File: src/rtl/vga_pkg.sv
// rtl/vga_pkg.sv - shared VGA timing defaults, pattern mode encodings and colour constants
package vga_pkg;

  localparam int VGA_H_VISIBLE = 640;
  localparam int VGA_H_FRONT   = 16;
  localparam int VGA_H_PULSE   = 96;
  localparam int VGA_H_BACK    = 48;
  localparam int VGA_V_VISIBLE = 480;
  localparam int VGA_V_FRONT   = 10;
  localparam int VGA_V_PULSE   = 2;
  localparam int VGA_V_BACK    = 33;

  localparam logic [1:0] MODE_SOLID = 2'd0;
  localparam logic [1:0] MODE_BARS  = 2'd1;
  localparam logic [1:0] MODE_CHECK = 2'd2;
  localparam logic [1:0] MODE_GRAD  = 2'd3;

  localparam logic [5:0] COLOR_RED   = 6'b110000;
  localparam logic [5:0] COLOR_GREEN = 6'b001100;
  localparam logic [5:0] COLOR_BLUE  = 6'b000011;
  localparam logic [5:0] COLOR_WHITE = 6'b111111;

  function automatic int axis_total(input int visible, input int front, input int pulse,
                                    input int back);
    return visible + front + pulse + back;
  endfunction

endpackage

File: src/rtl/vga_axis_counter.sv
// rtl/vga_axis_counter.sv - one timing axis: wrapping counter plus visible/sync region decode
module vga_axis_counter
  import vga_pkg::*;
#(
  parameter int VISIBLE = VGA_H_VISIBLE,
  parameter int FRONT   = VGA_H_FRONT,
  parameter int PULSE   = VGA_H_PULSE,
  parameter int BACK    = VGA_H_BACK,
  parameter int W       = 11
) (
  input  logic         clk,
  input  logic         rst,
  input  logic         inc,
  output logic [W-1:0] cnt,
  output logic         wrap,
  output logic         vis,
  output logic         sync_act
);

  localparam int TOTAL = axis_total(VISIBLE, FRONT, PULSE, BACK);
  localparam logic [W-1:0] LAST    = W'(TOTAL - 1);
  localparam logic [W-1:0] VIS_END = W'(VISIBLE);
  localparam logic [W-1:0] SYNC_LO = W'(VISIBLE + FRONT);
  localparam logic [W-1:0] SYNC_HI = W'(VISIBLE + FRONT + PULSE);

  if (TOTAL >= (1 << W)) begin : g_width_check
    $error("vga_axis_counter: total %0d does not fit in %0d bits", TOTAL, W);
  end

  always_ff @(posedge clk or posedge rst) begin
    if (rst) begin
      cnt <= '0;
    end else if (inc) begin
      cnt <= wrap ? '0 : cnt + 1'b1;
    end
  end

  // wrap flags the terminal count; the caller qualifies it with its own enable
  assign wrap     = (cnt == LAST);
  assign vis      = (cnt < VIS_END);
  assign sync_act = (cnt >= SYNC_LO) && (cnt < SYNC_HI);

endmodule

File: src/rtl/vga_timing_gen.sv
// rtl/vga_timing_gen.sv - parametrised VGA sync generator with four selectable test patterns
module vga_timing_gen
  import vga_pkg::*;
#(
  parameter int H_VISIBLE   = VGA_H_VISIBLE,
  parameter int H_FRONT     = VGA_H_FRONT,
  parameter int H_PULSE     = VGA_H_PULSE,
  parameter int H_BACK      = VGA_H_BACK,
  parameter int V_VISIBLE   = VGA_V_VISIBLE,
  parameter int V_FRONT     = VGA_V_FRONT,
  parameter int V_PULSE     = VGA_V_PULSE,
  parameter int V_BACK      = VGA_V_BACK,
  parameter int SYNC_ACTIVE = 0,
  parameter int CW          = 2,
  parameter int CHECK_LOG2  = 5,
  parameter int CNT_W       = 11
) (
  input  logic              clk,
  input  logic              rst,
  input  logic              pix_ce,
  input  logic [1:0]        mode,
  input  logic [3*CW-1:0]   solid_rgb,
  output logic [CW-1:0]     vga_r,
  output logic [CW-1:0]     vga_g,
  output logic [CW-1:0]     vga_b,
  output logic              hsync,
  output logic              vsync,
  output logic              de,
  output logic [CNT_W-1:0]  hpos,
  output logic [CNT_W-1:0]  vpos,
  output logic              line_start,
  output logic              frame_start
);

  localparam logic SYNC_LVL = SYNC_ACTIVE[0];
  localparam int   H_LOG2   = $clog2(H_VISIBLE);

  logic [CNT_W-1:0] h_cnt, v_cnt;
  logic             h_wrap, v_wrap, h_vis, v_vis, h_sync, v_sync;
  logic             vis, frame_end;
  logic [1:0]       mode_q;
  logic [7:0]       frame_cnt;
  logic [2:0]       bar_idx;
  logic             chk_on;
  logic [3*CW-1:0]  pat;

  vga_axis_counter #(
    .VISIBLE(H_VISIBLE), .FRONT(H_FRONT), .PULSE(H_PULSE), .BACK(H_BACK), .W(CNT_W)
  ) u_h (
    .clk(clk), .rst(rst), .inc(pix_ce),
    .cnt(h_cnt), .wrap(h_wrap), .vis(h_vis), .sync_act(h_sync)
  );

  vga_axis_counter #(
    .VISIBLE(V_VISIBLE), .FRONT(V_FRONT), .PULSE(V_PULSE), .BACK(V_BACK), .W(CNT_W)
  ) u_v (
    .clk(clk), .rst(rst), .inc(pix_ce & h_wrap),
    .cnt(v_cnt), .wrap(v_wrap), .vis(v_vis), .sync_act(v_sync)
  );

  assign vis       = h_vis & v_vis;
  assign frame_end = pix_ce & h_wrap & v_wrap;

  // mode only changes on the last pixel of a frame so a frame is never drawn in two modes
  always_ff @(posedge clk or posedge rst) begin
    if (rst) begin
      mode_q    <= MODE_SOLID;
      frame_cnt <= 8'd0;
    end else if (frame_end) begin
      mode_q    <= mode;
      frame_cnt <= frame_cnt + 8'd1;
    end
  end

  if ((1 << H_LOG2) == H_VISIBLE) begin : g_bars_pow2
    assign bar_idx = 3'({h_cnt, 3'b000} >> H_LOG2);
  end else begin : g_bars_cmp
    // bar k starts at ceil(k*H_VISIBLE/8), matching floor(x*8/H_VISIBLE)
    always_comb begin
      bar_idx = 3'd0;
      for (int k = 1; k < 8; k++) begin
        if (h_cnt >= CNT_W'((k * H_VISIBLE + 7) / 8)) bar_idx = 3'(k);
      end
    end
  end

  assign chk_on = h_cnt[CHECK_LOG2] ^ v_cnt[CHECK_LOG2];

  always_comb begin
    pat = '0;
    case (mode_q)
      MODE_SOLID: pat = solid_rgb;
      MODE_BARS:  pat = {{CW{bar_idx[2]}}, {CW{bar_idx[1]}}, {CW{bar_idx[0]}}};
      MODE_CHECK: pat = {(3*CW){chk_on}};
      MODE_GRAD:  pat = {h_cnt[CW+5:6], v_cnt[CW+5:6], frame_cnt[7:8-CW]};
    endcase
  end

  always_ff @(posedge clk or posedge rst) begin
    if (rst) begin
      hsync                 <= ~SYNC_LVL;
      vsync                 <= ~SYNC_LVL;
      de                    <= 1'b0;
      {vga_r, vga_g, vga_b} <= '0;
      hpos                  <= '0;
      vpos                  <= '0;
      line_start            <= 1'b0;
      frame_start           <= 1'b0;
    end else if (pix_ce) begin
      hsync                 <= h_sync ? SYNC_LVL : ~SYNC_LVL;
      vsync                 <= v_sync ? SYNC_LVL : ~SYNC_LVL;
      de                    <= vis;
      {vga_r, vga_g, vga_b} <= vis ? pat : '0;
      hpos                  <= h_cnt;
      vpos                  <= v_cnt;
      line_start            <= (h_cnt == '0);
      frame_start           <= (h_cnt == '0) && (v_cnt == '0);
    end
  end

endmodule

File: config.mk
export PLATFORM = sky130hd
export DESIGN_NAME = vga_timing_gen
export DESIGN_NICKNAME = d
export VERILOG_FILES = /design/src/rtl/vga_pkg.sv /design/src/rtl/vga_axis_counter.sv /design/src/rtl/vga_timing_gen.sv
export SDC_FILE = /design/constraint.sdc
export NUM_CORES = 1
export LEC_CHECK = 0
export CAP_MARGIN = 20
export CORE_MARGIN = 2
export CORE_UTILIZATION = 50
export CTS_CLUSTER_SIZE = 40
export DETAILED_ROUTE_END_ITERATION = 7
export DONT_BUFFER_PORTS = 1
export GPL_TIMING_DRIVEN = 1
export PLACE_DENSITY = 0.75
export SLEW_MARGIN = 30
export SYNTH_ARGS = -nofsm -noshare
export SYNTH_HDL_FRONTEND = slang
export SYNTH_SLANG_ARGS = --single-unit
File: constraint.sdc
create_clock -name clk -period 6.02 [get_ports clk]
set_input_delay 0.301 -clock clk [delete_from_list [all_inputs] [get_ports clk]]
set_output_delay 0.301 -clock clk [all_outputs]
set_load 0.01 [all_outputs]
[Word level (Yosys, flattened, before mapping)]
Index checks and enable logic that the tools add are counted.
W data, S select, Z words.
Word-level totals
  latch bits: 0
  bits in writable memories: 0
  register bits after elaboration: 65
  memories kept: 0
  bits of input ports: 11
  bits in read-only memories: 0
  output and inout port bits: 33
Cells by class
  add/sub/neg operators: 3
  muxes and demuxes: 13
  reduce and logical (&&, ||, !) cells: 6
  eq/ne operators: 5
  order comparisons: 13
  shift-type cells: 0
  bitwise gates (word level): 4
  divide/modulo/power cells: 0
  multipliers: 0
Operators by type and width (number)
  $ge A11 B9 Y1 const B: 4
  $pmux W6 S4: 1
  $add A11 B1 Y11 const B: 2
  $eq A11 B10 Y1 const B: 2
  $ge A11 B10 Y1 const B: 2
  $ge A11 B8 Y1 const B: 2
  $logic_not A11 Y1: 2
  $lt A11 B10 Y1 const B: 2
  $lt A11 B9 Y1 const B: 2
  $mux W11: 2
  $mux W3: 6
  $ge A11 B7 Y1 const B: 1
  $add A8 B1 Y8 const B: 1
  $mux W6: 1
  $eq A2 B2 Y1 const B: 2
  $and A1 B1 Y1: 3
  $logic_and A1 B1 Y1: 3
  $mux W1: 3
  $eq A2 B1 Y1 const B: 1
  $logic_not A2 Y1: 1
  $xor A1 B1 Y1: 1

[Depth between registers and ports, before layout]
  depth in word-level cells: 10
  gate-level depth with buffers: 8
  gate-level depth less buffers: 7

[Modules after synthesis]
From an unflattened synthesis, not the netlist that was laid out.
Second synthesis, totals
  cells, all modules: 303
  area total of the unflattened synthesis: 3195.6 sq um
By module, submodules not included
  vga_timing_gen: sequential area each 1078.5 sq um, instances 1, cells each 183, area an instance 2001.9 sq um
  vga_axis_counter at u_v: sequential area each 275.3 sq um, instances 1, cells each 60, area an instance 609.3 sq um
  vga_axis_counter at u_h: sequential area each 275.3 sq um, instances 1, cells each 60, area an instance 584.3 sq um

[Worst setup path before layout]
No wires, ideal clock.
  kind: register -> register
  from: register u_v.cnt[0]
  to: register mode_q[0]
  path buffers: 1
  arrival: 2.042 ns
  cell stages (with the launch flop): 8
  library setup time: 0.125 ns
  path slack: 3.853 ns
  clock period less this slack: 2.167 ns
  data required time: 5.895 ns
  cells stage by stage: dfrtp_1 > inv_1 > ha_1 > or4b_4 > nor4_4 > and2_1 > buf_6 > mux2_2
Between the ends
  cells in the longest elaborated chain, start to end: 2
Ends and longest elaborated chain
  start, declared: line vga_axis_counter.sv:14  | output logic [W-1:0] cnt,
  start signal, assigned: line vga_axis_counter.sv:34  | cnt <= wrap ? '0 : cnt + 1'b1;
  $eq A11 B10 Y1: line vga_axis_counter.sv:39  | assign wrap = (cnt == LAST);
  $and A1 B1 Y1: line vga_timing_gen.sv:62  | assign frame_end = pix_ce & h_wrap & v_wrap;
  end signal, assigned: line vga_timing_gen.sv:70  | mode_q <= mode;
  end, declared: line vga_timing_gen.sv:41  | logic [1:0] mode_q;
Every way passes these cells.
A chain may end at the register's enable or synchronous reset.

[Worst setup path after layout]
  from: register u_h.cnt[7]
  to: register mode_q[1]
Between the ends
  cells in the longest elaborated chain, start to end: 3
Ends and longest elaborated chain (line)
  start, declared: vga_axis_counter.sv:14
  start signal, assigned: vga_axis_counter.sv:34
  $eq A11 B10 Y1: vga_axis_counter.sv:39
  $and A1 B1 Y1 (2 in a row): vga_timing_gen.sv:62
Every way passes these cells.

==> results.md <==
- Min Hold Slack: between 0.02 and 0.025 ns
- Min-Delay Path Class: in2reg
- Cells after Synth: between 200 and 300
- Fill count: 540
- Pin count of the biggest net entering global routing: 66
- Routed wl met3: 334 um
- Antenna violations before repair: 0
- CP Max Fanout: 18
- CTS buffer count: 9
- Critical path required time: around 6.2 ns
- Core Footprint: 6280 sq um
- Latest clock arrival within the worst-skew pair: between 0.3 and 0.4 ns
- Port Buffers: 0
- Worst setup margin: 3.53 ns
- Reg-to-Reg Start: u_h.cnt[7]
- Routed via count: 2238
- Ratio of final minimum period to clock period: 41.4%
- CTS tree: built
- CP startpoint: u_h.cnt[7]
- Max Clock Skew: approximately 0.010 ns
- Clock Tree Buf Depth: 2
- Synth warnings: 0
- Top_reg_cell synth: dfrtp_1
- Syn Nets: about 310
- Ys async rst share: 100%
- Die width: ~84 um
- Site Rows: 29
- Register area: 1630 sq um
- Total track usage: 19.3%
- Lkg Pwr: 1.49 nW
- Comb pwr share: 10.8%
- Resized Gates After CTS: 0
- Slowest cell on crit path: dfrtp_1
- Slowest Stage Delay on Critical Path: between 0.5 and 0.6 ns
- Clock sink count: 65
- M1 wire length: roughly 2.8 mm
- Hold Path Origin: pix_ce
- VDD IR max: approximately 0.18 mV
- Crit path DAT: roughly 2.7 ns
- DIE AREA: 7050 sq um
- H-tree depth: 3
- Area contributors post-synth: dfrtp_1 49%, mux2_2 8.8%, xnor2_1 4.1%
- Vias per cell: 5.95
- Synth unique cells: 51
- CP endpoint kind: register
- MaxCap Viol Count: 0
- Residual DRC count: 0
- Status: finished clean
- Crit path time final: 2.49 ns
- Synth cell count leaders: 63 x dfrtp_1, 25 x mux2_2, 23 x o21ai_0
- Fin area: 3390 sq um
- Area occupied by multi-input gates: 1450 sq um
- DRT iter0 DRCs: 167
- Clk root buf: clkbuf_8
- Final ANT Viol Nets: 0
- WS Path Type: reg2reg
- Post-CTS Setup Inserts: 0
- Share of cells above drive strength 1: 16.4%
- Cells along the critical path: or3b_1 > nor4_4 > and2_1 > mux2_2
- Actual slew at the worst max-slew pin: 0.806 ns
- Clk pwr share: 32.8%
- Total grt overflow: 0
- Worst-path clk slew: 0.06 ns
- Slew Limit Fails: 0
- Effective utilization at floorplan: approximately half
- CP Launch Type: register
- Total negative slack: 0 ns
- Hold-fix buffers, CTS: 0
- Overall Power: 0.000959 W
- Placed inst area: 3230 sq um
- Number of flops mapped to enable cells by yosys: 0
- PD cells: ~280 nW/um^2
- Final Wtd Congestion: 0.835
- Num ports: 44
- Height of the die: ~84 um
- Final WL: 6.21 mm
- Sw frac: approximately 28%
- Top-area cell type share of the netlist area: between 40% and 50%
- Most frequent cell after synthesis: dfrtp_1
- Routed wire length on met2: slightly below 3 mm
- Sequential area share after synthesis: slightly above 50%
- Final Hold Fails: 0
- #FFs+latches synth: 65
- Fmax: 0.401 GHz
- Antenna cells: 0
- Switching power: 0.000272 W
- DR WL/cell: approximately 17 um
- Pre-CTS setup slack: 3.56 ns
- Max_slew headroom: 46.2%
- RSZ-0062 raised after global routing: no
- First-pass GRT wire length: 10.7 mm
- Post-Syn Area: 3200 sq um
- Dpl hpwl: 4.14 mm
- Top Metal Used: met4
- Setup violations, final: 0
- Synth Area per Inst: 10.8 sq um
- Post-synth top area cell: dfrtp_1
- Reg power frac: 56.4%
- Drt first pass iters: 6
- Final #Nets: 310
- P&R area growth vs syn: 5.99%
- P_int: 0.000686 W
- Number of global-route vias before repair: 2193
==> layer usage <==
layer	track usage, %	vias up
met4	10.4	0
met2	29.3	71
met5	0	-
met3	4.55	18
li1	-	1052
met1	25.5	1097
==> kinds of logic (layout without fill, tap and decap cells) <==
logic type | count (synthesis) | after routing | synth area share [%]
buffers and inverters | 26 | 28 | 3.60
DFF | 65 | 65 | 51.0
xor gates and xnor gates | 20 | 20 | 5.72
muxes | 25 | 25 | 8.81
adders and majority gates | 5 | 5 | 1.96
AOI/OAI and AO/OA | 51 | 51 | 9.87
and+or+nand+nor | 105 | 105 | 19.1
==> critical path: cells and delay by family, from the launching register on <==
family | cells | cell delay, ns
flip-flops | 1 | 0.57
AND/OR/NAND/NOR | 3 | 1.42
multiplexers | 1 | 0.38
==> cells in the final DEF, fill, tap and decap left out, types with 5 or more instances in the layout <==
cell type	synthesis	routed
dfrtp_1	63	63
mux2_2	25	25
o21ai_0	23	23
nand2_1	22	22
nand3_1	17	17
xnor2_1	15	15
nor2_1	12	12
inv_1	11	10
clkbuf_8	0	10
a21oi_1	8	8
nand4_1	7	7
nor2b_1	6	6
and3_1	5	5
o31ai_1	5	5
nor3_1	5	5
ha_1	5	5
clkbuf_1	9	5
==> state kept, by name, summed over array words and instances (netlist names), 8 cells and up <==
signal     cells
frame_cnt      8
u_v.cnt       11
u_h.cnt       11
vpos          11
hpos          11
==> through the flow <==
| stage | util, % | std cells |
|---|---|---|
| final | 54.0 | 376 |
| after global routing | 54.0 | 376 |
| after CTS | 54.0 | 376 |
| after detailed placement | 51.4 | 360 |
| after global placement | 51.4 | 360 |
| after floorplan | - | 297 |
==> cell type report <==
| cell class | count | share of cell area, % |
|---|---|---|
| Timing Repair Buffer | 1 | 0.222 |
| Multi-Input combinational cell | 206 | 42.9 |
| Clock inverter | 1 | 0.148 |
| Sequential cell | 65 | 48.1 |
| Tap cell | 77 | 2.84 |
| Clock buffer | 15 | 4.62 |
| Inverter | 11 | 1.22 |
==> power groups by stage <==
stage	clock network, W	logic [W]	registers, W
global placement	0	0.000102	0.000547
finish	0.000315	0.000104	0.000540
floorplan	0	0.000105	0.000522
CTS	0.000324	0.000105	0.000541
global route	0.000344	0.000118	0.000549
detailed placement	0	0.000104	0.000548
==> path summary, 6_finish.rpt <==
| kind | slack, ns | cells past startpoint | to |
|---|---|---|---|
| setup / recovery | 3.53 | 4 | mode_q[1] |
| hold / removal | 0.02 | 1 | vsync |
| setup reg to reg | 3.53 | 4 | mode_q[1] |
| hold reg to reg | 0.47 | 1 | frame_cnt[5] |
| max in group asynchronous | 5.41 | 2 | vga_b[0] |
| min in group asynchronous | 0.05 | 2 | vpos[7] |
Note: power is estimated with default switching activity, not from simulation.
